==> src/rtl/mem_access_unit_pkg.sv <==
// Shared definitions for the MEM-stage load/store engine: op codes,
// exception codes, FSM states, the data bus width macro and op decode helpers.
`ifndef MEM_DATA_W
`define MEM_DATA_W 32
`endif

package mem_access_unit_pkg;

  localparam int DATA_W = `MEM_DATA_W;

  typedef enum logic [3:0] {
    MEM_OP_NONE = 4'd0,
    MEM_OP_LB   = 4'd1,
    MEM_OP_LBU  = 4'd2,
    MEM_OP_LH   = 4'd3,
    MEM_OP_LHU  = 4'd4,
    MEM_OP_LW   = 4'd5,
    MEM_OP_SB   = 4'd6,
    MEM_OP_SH   = 4'd7,
    MEM_OP_SW   = 4'd8
  } mem_op_e;

  typedef enum logic [1:0] {
    EXC_OVERFLOW    = 2'd0,
    EXC_LOAD_ADDR   = 2'd1,
    EXC_STORE_ADDR  = 2'd2,
    EXC_BUS_TIMEOUT = 2'd3
  } exc_code_e;

  typedef enum logic [1:0] {
    ST_IDLE = 2'd0,
    ST_BUS  = 2'd1,
    ST_RESP = 2'd2
  } state_e;

  function automatic logic is_load(input logic [3:0] op);
    return op inside {MEM_OP_LB, MEM_OP_LBU, MEM_OP_LH, MEM_OP_LHU, MEM_OP_LW};
  endfunction

  function automatic logic is_store(input logic [3:0] op);
    return op inside {MEM_OP_SB, MEM_OP_SH, MEM_OP_SW};
  endfunction

  // Half-words need an even address, words a 4-byte aligned one.
  function automatic logic is_misaligned(input logic [3:0] op, input logic [1:0] off);
    logic mis;
    case (op)
      MEM_OP_LH, MEM_OP_LHU, MEM_OP_SH: mis = off[0];
      MEM_OP_LW, MEM_OP_SW:             mis = (off != 2'b00);
      default:                          mis = 1'b0;
    endcase
    return mis;
  endfunction

endpackage

==> src/rtl/mem_align.sv <==
// Combinational lane logic: store byte enables / lane-replicated write data,
// and little-endian load extraction with sign or zero extension.
module mem_align
  import mem_access_unit_pkg::*;
(
  input  logic [3:0]        st_op,
  input  logic [1:0]        st_off,
  input  logic [DATA_W-1:0] st_data,
  output logic [3:0]        st_be,
  output logic [DATA_W-1:0] st_wdata,
  input  logic [3:0]        ld_op,
  input  logic [1:0]        ld_off,
  input  logic [DATA_W-1:0] ld_rdata,
  output logic [DATA_W-1:0] ld_data
);

  logic [7:0]  ld_byte;
  logic [15:0] ld_half;

  // Store side: pick byte enables and replicate the source into every lane.
  always_comb begin
    // NOTE: every output gets a default first so no path leaves it unassigned (no latch).
    st_be    = 4'hF;
    st_wdata = '0;
    case (st_op)
      MEM_OP_SB: begin
        st_be    = 4'b0001 << st_off;
        st_wdata = {4{st_data[7:0]}};
      end
      MEM_OP_SH: begin
        st_be    = 4'b0011 << st_off;
        st_wdata = {2{st_data[15:0]}};
      end
      MEM_OP_SW: st_wdata = st_data;
      default:   ;
    endcase
  end

  // Load side: select the addressed lane, then extend to the full width.
  always_comb begin
    case (ld_off)
      2'd0:    ld_byte = ld_rdata[7:0];
      2'd1:    ld_byte = ld_rdata[15:8];
      2'd2:    ld_byte = ld_rdata[23:16];
      default: ld_byte = ld_rdata[31:24];
    endcase
    ld_half = ld_off[1] ? ld_rdata[31:16] : ld_rdata[15:0];
    case (ld_op)
      MEM_OP_LB:  ld_data = {{24{ld_byte[7]}}, ld_byte};
      MEM_OP_LBU: ld_data = {24'b0, ld_byte};
      MEM_OP_LH:  ld_data = {{16{ld_half[15]}}, ld_half};
      MEM_OP_LHU: ld_data = {16'b0, ld_half};
      MEM_OP_LW:  ld_data = ld_rdata;
      default:    ld_data = '0;
    endcase
  end

endmodule

==> src/rtl/mem_access_unit.sv <==
// MEM-stage load/store engine: accepts one op from EX, runs a req/ack RAM
// transaction for loads/stores, and emits exactly one wb or exc strobe per op.
// Optional feature: define MEM_ACCESS_TIMEOUT_EN to abort a BUS wait after
// TIMEOUT_CYCLES cycles without ram_ack (exception code 3).
module mem_access_unit
  import mem_access_unit_pkg::*;
#(
  parameter int unsigned TIMEOUT_CYCLES = 255
) (
  input  logic                clk,
  input  logic                rst,
  input  logic                ex_valid,
  input  logic [3:0]          ex_mem_op,
  input  logic [DATA_W-1:0]   ex_result,
  input  logic                ex_overflow,
  input  logic                ex_trap_ov,
  input  logic [DATA_W-1:0]   ex_store_data,
  input  logic                flush,
  output logic                ex_ready,
  output logic                stall_req,
  output logic                ram_req,
  output logic                ram_we,
  output logic [DATA_W-1:0]   ram_addr,
  output logic [3:0]          ram_be,
  output logic [DATA_W-1:0]   ram_wdata,
  input  logic                ram_ack,
  input  logic [DATA_W-1:0]   ram_rdata,
  output logic                wb_valid,
  output logic [DATA_W-1:0]   wb_data,
  output logic                exc_valid,
  output logic [1:0]          exc_code,
  output logic [DATA_W-1:0]   exc_bad_addr
);

  if (TIMEOUT_CYCLES < 1) begin : g_bad_timeout
    $error("mem_access_unit: TIMEOUT_CYCLES must be at least 1");
  end

  state_e            state_q, state_d;
  logic [3:0]        op_q;
  logic [DATA_W-1:0] addr_q;
  logic [3:0]        be_q;
  logic [DATA_W-1:0] wdata_q;
  logic              we_q;
  logic              kill_q;
  logic              in_bus;
  logic              accept, acc_ov, acc_mis, acc_none, acc_mem;
  logic [3:0]        st_be;
  logic [DATA_W-1:0] st_wdata, ld_data;
  logic              tmo_hit;

  assign in_bus    = (state_q == ST_BUS);
  assign ex_ready  = ~in_bus;
  assign stall_req = in_bus;

  // RAM outputs are gated by state so an async reset drops them at once.
  assign ram_req   = in_bus;
  assign ram_we    = in_bus & we_q;
  assign ram_addr  = in_bus ? {addr_q[DATA_W-1:2], 2'b00} : '0;
  assign ram_be    = in_bus ? be_q : 4'h0;
  assign ram_wdata = in_bus ? wdata_q : '0;

  mem_align u_align (
    .st_op    (ex_mem_op),
    .st_off   (ex_result[1:0]),
    .st_data  (ex_store_data),
    .st_be    (st_be),
    .st_wdata (st_wdata),
    .ld_op    (op_q),
    .ld_off   (addr_q[1:0]),
    .ld_rdata (ram_rdata),
    .ld_data  (ld_data)
  );

`ifdef MEM_ACCESS_TIMEOUT_EN
  localparam int unsigned TMO_W = $clog2(TIMEOUT_CYCLES + 1);
  logic [TMO_W-1:0] tmo_cnt_q;

  assign tmo_hit = in_bus & ~ram_ack & (tmo_cnt_q == TMO_W'(TIMEOUT_CYCLES - 1));

  // Count BUS cycles spent waiting for ram_ack; restarts on every new access.
  always_ff @(posedge clk or posedge rst) begin
    if (rst)          tmo_cnt_q <= '0;
    else if (!in_bus) tmo_cnt_q <= '0;
    else              tmo_cnt_q <= tmo_cnt_q + 1'b1;
  end
`else
  assign tmo_hit = 1'b0;
`endif

  // State register.
  always_ff @(posedge clk or posedge rst) begin
    // NOTE: sequential state uses non-blocking assignments so all flops update together.
    if (rst) state_q <= ST_IDLE;
    else     state_q <= state_d;
  end

  // Accept decode (priority: overflow, misalignment, pass-through, memory) and next state.
  always_comb begin
    accept   = ex_valid & ex_ready & ~flush;
    acc_ov   = 1'b0;
    acc_mis  = 1'b0;
    acc_none = 1'b0;
    acc_mem  = 1'b0;
    state_d  = state_q;
    if (accept) begin
      if (ex_trap_ov & ex_overflow)                   acc_ov   = 1'b1;
      else if (is_misaligned(ex_mem_op, ex_result[1:0])) acc_mis = 1'b1;
      else if (is_load(ex_mem_op) | is_store(ex_mem_op)) acc_mem = 1'b1;
      else                                            acc_none = 1'b1;
    end
    case (state_q)
      ST_BUS: begin
        if (ram_ack)      state_d = ST_RESP;
        else if (tmo_hit) state_d = ST_IDLE;
      end
      default: state_d = acc_mem ? ST_BUS : ST_IDLE;
    endcase
  end

  // Datapath: latch the access, capture load data, and raise one-cycle strobes.
  always_ff @(posedge clk or posedge rst) begin
    if (rst) begin
      op_q         <= MEM_OP_NONE;
      addr_q       <= '0;
      be_q         <= 4'h0;
      wdata_q      <= '0;
      we_q         <= 1'b0;
      kill_q       <= 1'b0;
      wb_valid     <= 1'b0;
      wb_data      <= '0;
      exc_valid    <= 1'b0;
      exc_code     <= EXC_OVERFLOW;
      exc_bad_addr <= '0;
    end else begin
      wb_valid  <= 1'b0;
      exc_valid <= 1'b0;
      if (acc_ov) begin
        exc_valid    <= 1'b1;
        exc_code     <= EXC_OVERFLOW;
        exc_bad_addr <= '0;
      end else if (acc_mis) begin
        exc_valid    <= 1'b1;
        exc_code     <= is_store(ex_mem_op) ? EXC_STORE_ADDR : EXC_LOAD_ADDR;
        exc_bad_addr <= ex_result;
      end else if (acc_none) begin
        wb_valid <= 1'b1;
        wb_data  <= ex_result;
      end else if (acc_mem) begin
        op_q    <= ex_mem_op;
        addr_q  <= ex_result;
        be_q    <= st_be;
        wdata_q <= st_wdata;
        we_q    <= is_store(ex_mem_op);
        kill_q  <= 1'b0;
      end
      if (in_bus) begin
        // A flush during BUS lets the access finish but silences its result.
        if (flush) kill_q <= 1'b1;
        if (ram_ack) begin
          wb_valid <= ~(kill_q | flush);
          wb_data  <= we_q ? '0 : ld_data;
        end else if (tmo_hit) begin
          exc_valid    <= ~(kill_q | flush);
          exc_code     <= EXC_BUS_TIMEOUT;
          exc_bad_addr <= addr_q;
        end
      end
    end
  end

endmodule

==> config.mk <==
export PLATFORM = sky130hd
export DESIGN_NAME = mem_access_unit
export DESIGN_NICKNAME = d
export VERILOG_FILES = /design/src/rtl/mem_access_unit_pkg.sv /design/src/rtl/mem_align.sv /design/src/rtl/mem_access_unit.sv
export SDC_FILE = /design/constraint.sdc
export NUM_CORES = 1
export LEC_CHECK = 0
export ABC_AREA = 1
export CAP_MARGIN = 40
export CORE_MARGIN = 2
export CORE_UTILIZATION = 51
export DETAILED_ROUTE_END_ITERATION = 12
export GPL_ROUTABILITY_DRIVEN = 0
export PLACE_DENSITY = 0.87
export RECOVER_POWER = 100
export SLEW_MARGIN = 20
export SYNTH_ARGS = -nofsm -noshare
export SYNTH_HDL_FRONTEND = slang
export SYNTH_SLANG_ARGS = --single-unit
==> constraint.sdc <==
create_clock -name clk -period 9.4 [get_ports clk]
set_input_delay 2.35 -clock clk [delete_from_list [all_inputs] [get_ports clk]]
set_output_delay 2.35 -clock clk [all_outputs]
set_load 0.02 [all_outputs]
==> results of run 1 <==
-- power groups by stage --
stage	combinational [mW]	sequential [mW]	clock, mW
detailed placement	0.711	0.862	0
finish	0.688	0.854	0.799
global placement	0.694	0.860	0
floorplan	0.334	0.921	0
global route	0.766	0.868	0.829
CTS	0.719	0.855	0.801
-- cell families (layout without fill, tap and decap cells) --
kind of cell,count (synthesis),count (layout),synth area share (%)
and+or+nand+nor,771,771,38.68
AOI/OAI and AO/OA,54,54,3.947
DFF,144,144,44.58
buffers and inverters,251,472,12.75
other,1,2,0.04639
-- state kept, by name, summed over array words and instances, names as in the netlist --
name and flops:
addr_q 32, be_q 4, exc_bad_addr 32, exc_code 2
exc_valid 1, kill_q 1, op_q 4, state_q 2
wb_data 32, wb_valid 1, wdata_q 32, we_q 1
-- cells in the final DEF (no fill, tap or decap), types with 5 or more instances in the layout --
cell	count
clkbuf_16	17
o21ai_0	31
bufinv_16	7
clkdlybuf4s50_1	106
buf_4	5
nand3_1	146
a31oi_1	8
dfrtp_1	144
dlygate4sd3_1	138
nand2_1	514
inv_2	5
nor2_1	99
inv_1	182
a22o_1	8
-- worst max-delay path, stage by stage --
cell	delay (ns)
dlygate4sd3_1	0.59
inv_1	0.07
nand4_1	0.13
inv_1	0.60
nand4_1	0.32
clkbuf_1	2.41
o21ai_0	0.34
-- path summary, 6_finish.rpt --
check                        endpoint  cells after the start  slack (ns)  startpoint
min in group asynchronous  addr_q[24]                      2        3.34         rst
max                        state_q[0]                      7        2.66       flush
max in group asynchronous   addr_q[9]                      3        3.24         rst
min                          wb_valid                      1        0.46      kill_q
min reg2reg                  wb_valid                      1        0.46      kill_q
max reg2reg                wdata_q[1]                      8        3.00  state_q[0]
-- area by class of cell --
type | instances | area share (%)
Clock buffer | 18 | 3.908
Clock inverter | 13 | 2.294
Inverter | 188 | 6.291
Multi-Input combinational cell | 827 | 30.69
Sequential cell | 144 | 32.07
Tap cell | 216 | 2.405
Timing Repair Buffer | 253 | 22.35
-- per-layer routing --
layer  part of all wire (%)  global-route usage, %  vias up
met1                     40                  39.50     3982
li1                       -                      -     4097
met3                    8.1                  5.289       82
met5                  0.066                      0        -
met2                     48                  52.14      459
met4                    3.5                  13.54        2
==> impl_metrics.toml, run 1 <==
[outcome]
outcome = "finished with violations"
violations = "max-capacitance violations, max-slew violations"

[synth]
async_flop_share_pct = 100.0
yosys.cell_count.top_type = "nand2_1"
yosys_most_used_dff = "dfrtp_1"
synth_area_per_cell_um2 = 6.621
ys_seq_area_share_pct = 44.58
synth-edff-count = 0
netlist.area_leader.share_pct = 44.58
yosysWarningCount = 0
ys_types = 24
yosysTopAreaCell = "dfrtp_1"
synth_cells = 1221
synth_common_cells = "nand2_1 (511), inv_1 (182), nand3_1 (146)"
synth_area_mm2 = 0.008084
synth_seq_cells = 144
synth_area_leaders = "dfrtp_1 (45%), nand2_1 (24%), nand3_1 (9.0%)"

[routing]
routedWlPerCell_um = 15.55
drtPass1Iterations = 7
drc = 0
vias = 8622
viasPerCell = 5.197
wl_um = 25790
drtIter0Drc = 814
ant_nets = 0

[power]
internal_power_mw = 1.561
power_mw = 2.341
ir_worst_vdd_mv = 0.1529
p_per_area_mw_per_mm2 = 208.4
pwr-share-seq_pct = 36.5
switching_share_pct = 33.33
switchingPower_mw = 0.7805
clock_power_share_pct = 34.1
combPwrFrac_pct = 29.4
p_leak_nw = 6.269

[global_routing]
grt-ovfl-total = 0
grt_max_degree = 76
first_global_vias = 8102
grt_usage_pct = 30.97
grt_pass1_wl_um = 40570
antenna_found_initial = 1

[placement]
dp_hpwl_um = 18310
dp_slack_ns = 4.092
placedCellCount = 1626
portBuffers = 244
place_area_mm2 = 0.01055

[cts]
cts_setup_buffers = 0
insertion_delay_ns = 0.42
cts_hold_buffers = 0
cts_tree = "built"
path_clk_slew_ns = 0.06
clock_path_buffers = 2
cts_htree_levels = 4
cts-resized-gates = 0
clock_tree.root_cell = "clkbuf_16"
clock-sinks = 144
numCtsBuffers = 17

[final_layout]
final_cell_area_mm2 = 0.01124
drive_above_1_share_pct = 3.534
area_growth_pct = 39.00
regArea_mm2 = 0.003603
fin_cells = 1659
multi_input_area_mm2 = 0.003448
fin_nets = 1538
finalCoreUtilization_pct = 71.52
antenna_cells = 0
fillers = 1256

[timing]
worstMarginPinSlew_ns = 3.405
maxSlewViolCount = 240
final.setup.worst_slack_ns = 2.655
fin_tns_setup_ns = 0
fin_skew_ns = 0.008986
finalHoldViolations = 0
timing.slew.headroom_pct = -127.0
rsz0062_at_grt = "no"
setup_viol = 0
fmax_mhz = 148.3
fin_crit_ns = 6.745
period_share_pct = 71.75
fin_hold_ws_ns = 0.4634

[die]
die_h_um = 129.9
initial_core_util_pct = 51.45
core_mm2 = 0.01571
num_rows = 46
io_pins = 247
die_w_um = 129.9
die_area_mm2 = 0.01687

[setup_path]
required_ns = 9.52
critPathMaxFanout = 75
crit_type = "in2reg"
worstSetupEndpointType = "flop"
start_kind = "input pin"
crit_arrival_ns = 6.87

[run]
maxCapViolations = 4

[hold_path]
hp-class = "reg2reg"
(Power assumes the default switching activity.)
==> run 2, diff against run 1 <==
- CORE_UTILIZATION: 51 -> 43
- PLACE_DENSITY: 0.87 -> 0.78
- clock period: 9.4 -> 5.65 ns (I/O delays scaled with it)
==> run 2 against run 1 <==
Compared with the run above:
- the flow still finishes with violations (max-capacitance violations, max-slew violations)
- sequential power increased by 65%
- combinational power up 66%
- global-route usage shrank 5.9 points
==> impl_metrics.toml, run 2 (synthesis gave the netlist of run 1 again) <==
[timing]
worstMarginPinSlew_ns = 1.654
fin_crit_ns = 4.627
fin_tns_setup_ns = 0
timing.slew.headroom_pct = -10.30
finalHoldViolations = 0
period_share_pct = 81.89
fin_skew_ns = 0.01152
rsz0062_at_grt = "no"
fmax_mhz = 216.1
maxSlewViolCount = 101
setup_viol = 0

[final_layout]
fin_cells = 1681
fin_nets = 1541
area_growth_pct = 38.38
drive_above_1_share_pct = 3.594
antenna_cells = 0
final_cell_mix = "nand2_1 (515), inv_1 (183), nand3_1 (146)"
final_common_cell = "nand2_1"

[setup_path]
slowest_delay_ns = 0.86
crit_type = "reg2out"
start_kind = "flop"
reg2reg_depth = 6
crit_slowest_cell = "nand2_1"
required_ns = 4.24
worstPathCellList = "nand2_1 > clkbuf_2 > nor2_1 > dlygate4sd3_1"
critPathMaxFanout = 39
worstSetupEndpointType = "output pin"
crit_arrival_ns = 3.21

[routing]
drtPass1Iterations = 5
routedWlPerCell_um = 14.96
drc = 0
drtIter0Drc = 634
viasPerCell = 4.920
ant_nets = 0
vias = 8271
wl_um = 25150

[global_routing]
grt_pass1_wl_um = 39610
grt_max_degree = 93
antenna_found_initial = 0
first_global_vias = 7742
grt_usage_pct = 25.11
grt-ovfl-total = 0

[outcome]
outcome = "finished with violations"
violations = "max-capacitance violations, max-slew violations"

[power]
p_per_area_mw_per_mm2 = 331.3
switching_share_pct = 34.71
internal_power_mw = 2.420
clock_power_share_pct = 31.2
p_leak_nw = 6.235
combPwrFrac_pct = 30.7
switchingPower_mw = 1.286
pwr-share-seq_pct = 38.1
ir_worst_vdd_mv = 0.2299

[die]
die_h_um = 141.1
io_pins = 247
initial_core_util_pct = 43.51
num_rows = 50
die_w_um = 141.1
core_mm2 = 0.01858
die_area_mm2 = 0.01991

[hold_path]
hp-class = "reg2reg"
holdPathStages = 1

[cts]
insertion_delay_ns = 0.42
cts_htree_levels = 4
cts_tree = "built"
cts_setup_buffers = 0
cts_hold_buffers = 0
path_clk_slew_ns = 0.06
numCtsBuffers = 17
clock_path_buffers = 2
clock_tree.root_cell = "clkbuf_16"
cts-resized-gates = 0
clock-sinks = 144

[placement]
dp_hpwl_um = 18360
portBuffers = 244
placedCellCount = 1646

[run]
maxCapViolations = 2
run 2: changes by cell type in the layout (fill, tap and decap cells not counted), sizes merged:
cell	delta
clkinvlp	+1
buf	+2
clkbuf	+3
clkinv	+2
bufinv	-4
run 2: final cells by class:
type,instances,area (um2)
Clock inverter,12,158.9
Sequential cell,144,3603
Tap cell,234,292.8
Timing Repair Buffer,256,2532
Multi-Input combinational cell,827,3446
Inverter,188,706.9
Clock buffer,20,446.7
Fill cell,1701,7393
run 2: critical path, delay by kind of cell, from the launching register on:
family | cells | cell delay, ns
buf+inv | 2 | 1.44
flops | 1 | 0.37
simple gates | 2 | 0.98
run 2: metrics by stage:
stage	setup WS [ns]	total power, mW	util, %	hold slack, ns	cell area, um2
6_report	1.023	3.706	60.21	0.4560	11190
5_1_grt	0.7922	3.918	60.21	0.4715	11190
4_1_cts	1.704	3.783	60.23	0.4565	11190
3_5_place_dp	1.361	2.618	56.97	0.4478	10590
3_3_place_gp	1.509	2.589	56.97	0.4499	10590
2_1_floorplan	0.3712	2.089	-	0.4343	8088
run 2: worst paths after layout:
path | startpoint | end | slack [ns]
max reg2reg | state_q[0] | exc_bad_addr[19] | 1.47
max | state_q[0] | ram_wdata[18] | 1.02
min | kill_q | wb_valid | 0.46
max in group asynchronous | rst | exc_bad_addr[19] | 1.65
min in group asynchronous | rst | addr_q[6] | 1.68
min reg2reg | kill_q | wb_valid | 0.46
run 2: per-layer routing:
layer / vias up / share of wire (%) / global-route usage [%]
met5: - / 0 / 0
met2: 327 / 48 / 42.31
li1: 4104 / - / -
met1: 3801 / 43 / 33.12
met4: 0 / 2.3 / 8.421
met3: 39 / 6.7 / 4.008
run 2: power by group through the flow:
stage / clock network (mW) / logic (mW) / registers (mW)
global route: 1.21 / 1.26 / 1.44
finish: 1.16 / 1.14 / 1.41
CTS: 1.17 / 1.19 / 1.42
floorplan: 0 / 0.556 / 1.53
global placement: 0 / 1.16 / 1.42
detailed placement: 0 / 1.19 / 1.43
==> run 3, diff against run 2 <==
- CORE_UTILIZATION: 43 -> 48
- PLACE_DENSITY: 0.78 -> 0.83
- clock period: 5.65 -> 4.6 ns (I/O delays scaled with it)
==> run 3 against run 2 <==
Compared with the run above:
- the flow still finishes with violations (max-capacitance violations, max-slew violations)
- global-route usage increased by 4.1 points
- cell area grew 0.14%
- sequential power rose by 23%
- via count up 2.8%
- power up 23%
- cell count is 0.65% lower
- combinational power increased by 24%
- flip-flop and latch count is the same
- first-iteration DRC count increased by 28%
- sequential share of layout area is essentially flat
- critical path depth unchanged
- clock power up 22%
- critical path type unchanged
- critical endpoint is now ram_addr[20]
- largest cell class unchanged
==> impl_metrics.toml, run 3 (synthesis gave the netlist of run 1 again) <==
[setup_path]
crit_family = "buffers and inverters"
required_ns = 3.45
crit_arrival_ns = 2.67
cp.buffers_inverters = 2
worstPathCellList = "nand2_1 > clkbuf_1 > nor2_1 > dlygate4sd3_1"
worstSetupEndpointType = "output pin"
slowest_delay_ns = 0.81
start_kind = "flop"
crit_slowest_cell = "clkbuf_1"
crit-reg2reg-launch = "state_q[0]"
critPathLaunch = "state_q[0]"
crit_type = "reg2out"
critPathMaxFanout = 21

[cts]
clock-sinks = 144
path_clk_slew_ns = 0.06
cts_setup_buffers = 0
clock_tree.root_cell = "clkbuf_16"
clock_path_buffers = 2
cts_htree_levels = 4
cts_hold_buffers = 0
cts-resized-gates = 0
insertion_delay_ns = 0.42
numCtsBuffers = 17
cts_tree = "built"

[timing]
worstMarginPinSlew_ns = 1.674
fin_hold_ws_ns = 0.4594
rsz0062_at_grt = "no"
period_share_pct = 83.03
fin_crit_ns = 3.820
fmax_mhz = 261.8
fin_tns_setup_ns = 0
finalHoldViolations = 0
setup_viol = 0
fin_skew_ns = 0.01022
maxSlewViolCount = 35
timing.slew.headroom_pct = -11.62

[placement]
portBuffers = 244
dp_hpwl_um = 18530

[die]
core_mm2 = 0.01652
num_rows = 47
die_w_um = 133.8
die_area_mm2 = 0.01790
initial_core_util_pct = 48.92
io_pins = 247
die_h_um = 133.8

[final_layout]
drive_above_1_share_pct = 3.724
fin_nets = 1544
antenna_cells = 0
final_cell_mix = "nand2_1 (515), inv_1 (181), nand3_1 (146)"
final_common_cell = "nand2_1"
area_growth_pct = 38.58
finalCoreUtilization_pct = 67.80

[routing]
drtPass1Iterations = 5
viasPerCell = 5.090
drc = 0
routedWlPerCell_um = 15.37
vias = 8500
wl_um = 25670
drtIter0Drc = 811
ant_nets = 0

[hold_path]
hp-class = "reg2reg"
min_from = "kill_q"

[power]
power_mw = 4.565
ir_worst_vdd_mv = 0.2999
p_per_area_mw_per_mm2 = 407.5
p_leak_nw = 6.257

[global_routing]
grt_pass1_wl_um = 41210
grt_max_degree = 75
grt-ovfl-total = 0
grt_usage_pct = 29.18
first_global_vias = 7907
antenna_found_initial = 0

[run]
maxCapViolations = 1

[outcome]
outcome = "finished with violations"
violations = "max-capacitance violations, max-slew violations"
## run 3: cell types whose count changed in the layout (fill, tap and decap cells not counted), sizes merged
cell / before / now
buf: 8 / 11
clkinv: 5 / 2
clkbuf: 24 / 27
clkinvlp: 3 / 4
inv: 189 / 188
## run 3: area by class of cell
type                            instances  area [um2]
Inverter                              188       706.9
Tap cell                              220       275.3
Clock buffer                           23       467.9
Clock inverter                          9       131.4
Sequential cell                       144        3603
Fill cell                            1416        5321
Timing Repair Buffer                  259        2580
Multi-Input combinational cell        827        3438
## run 3: path summary, 6_finish.rpt
check / to / slack (ns) / cells after the start
setup / recovery: ram_addr[20] / 0.78 / 4
hold / removal: wb_valid / 0.46 / 1
setup reg to reg: exc_bad_addr[5] / 1.66 / 7
hold reg to reg: wb_valid / 0.46 / 1
max in group asynchronous: wb_data[25] / 1.49 / 3
min in group asynchronous: addr_q[29] / 1.46 / 2
## run 3: stage by stage
| stage | instance area, um2 | std cells | setup slack, ns |
|---|---|---|---|
| 2_1_floorplan | 8092 | 1222 | 1.645 |
| 3_3_place_gp | 10620 | 1636 | 1.078 |
| 3_5_place_dp | 10640 | 1637 | 0.9851 |
| 4_1_cts | 11240 | 1669 | 1.396 |
| 5_1_grt | 11200 | 1670 | 0.5875 |
| 6_report | 11200 | 1670 | 0.7804 |
## run 3: power by group
group,switching [mW],internal (mW)
clock network,0.529,0.882
logic,0.856,0.559
registers,0.194,1.55
## run 3: routing by layer
metal	share of wire [%]	vias up	global-route usage, %
li1	-	4119	-
met1	41	3885	38.38
met2	47	427	47.18
met3	8.3	69	5.593
met4	3.6	0	12.94
met5	0	-	0
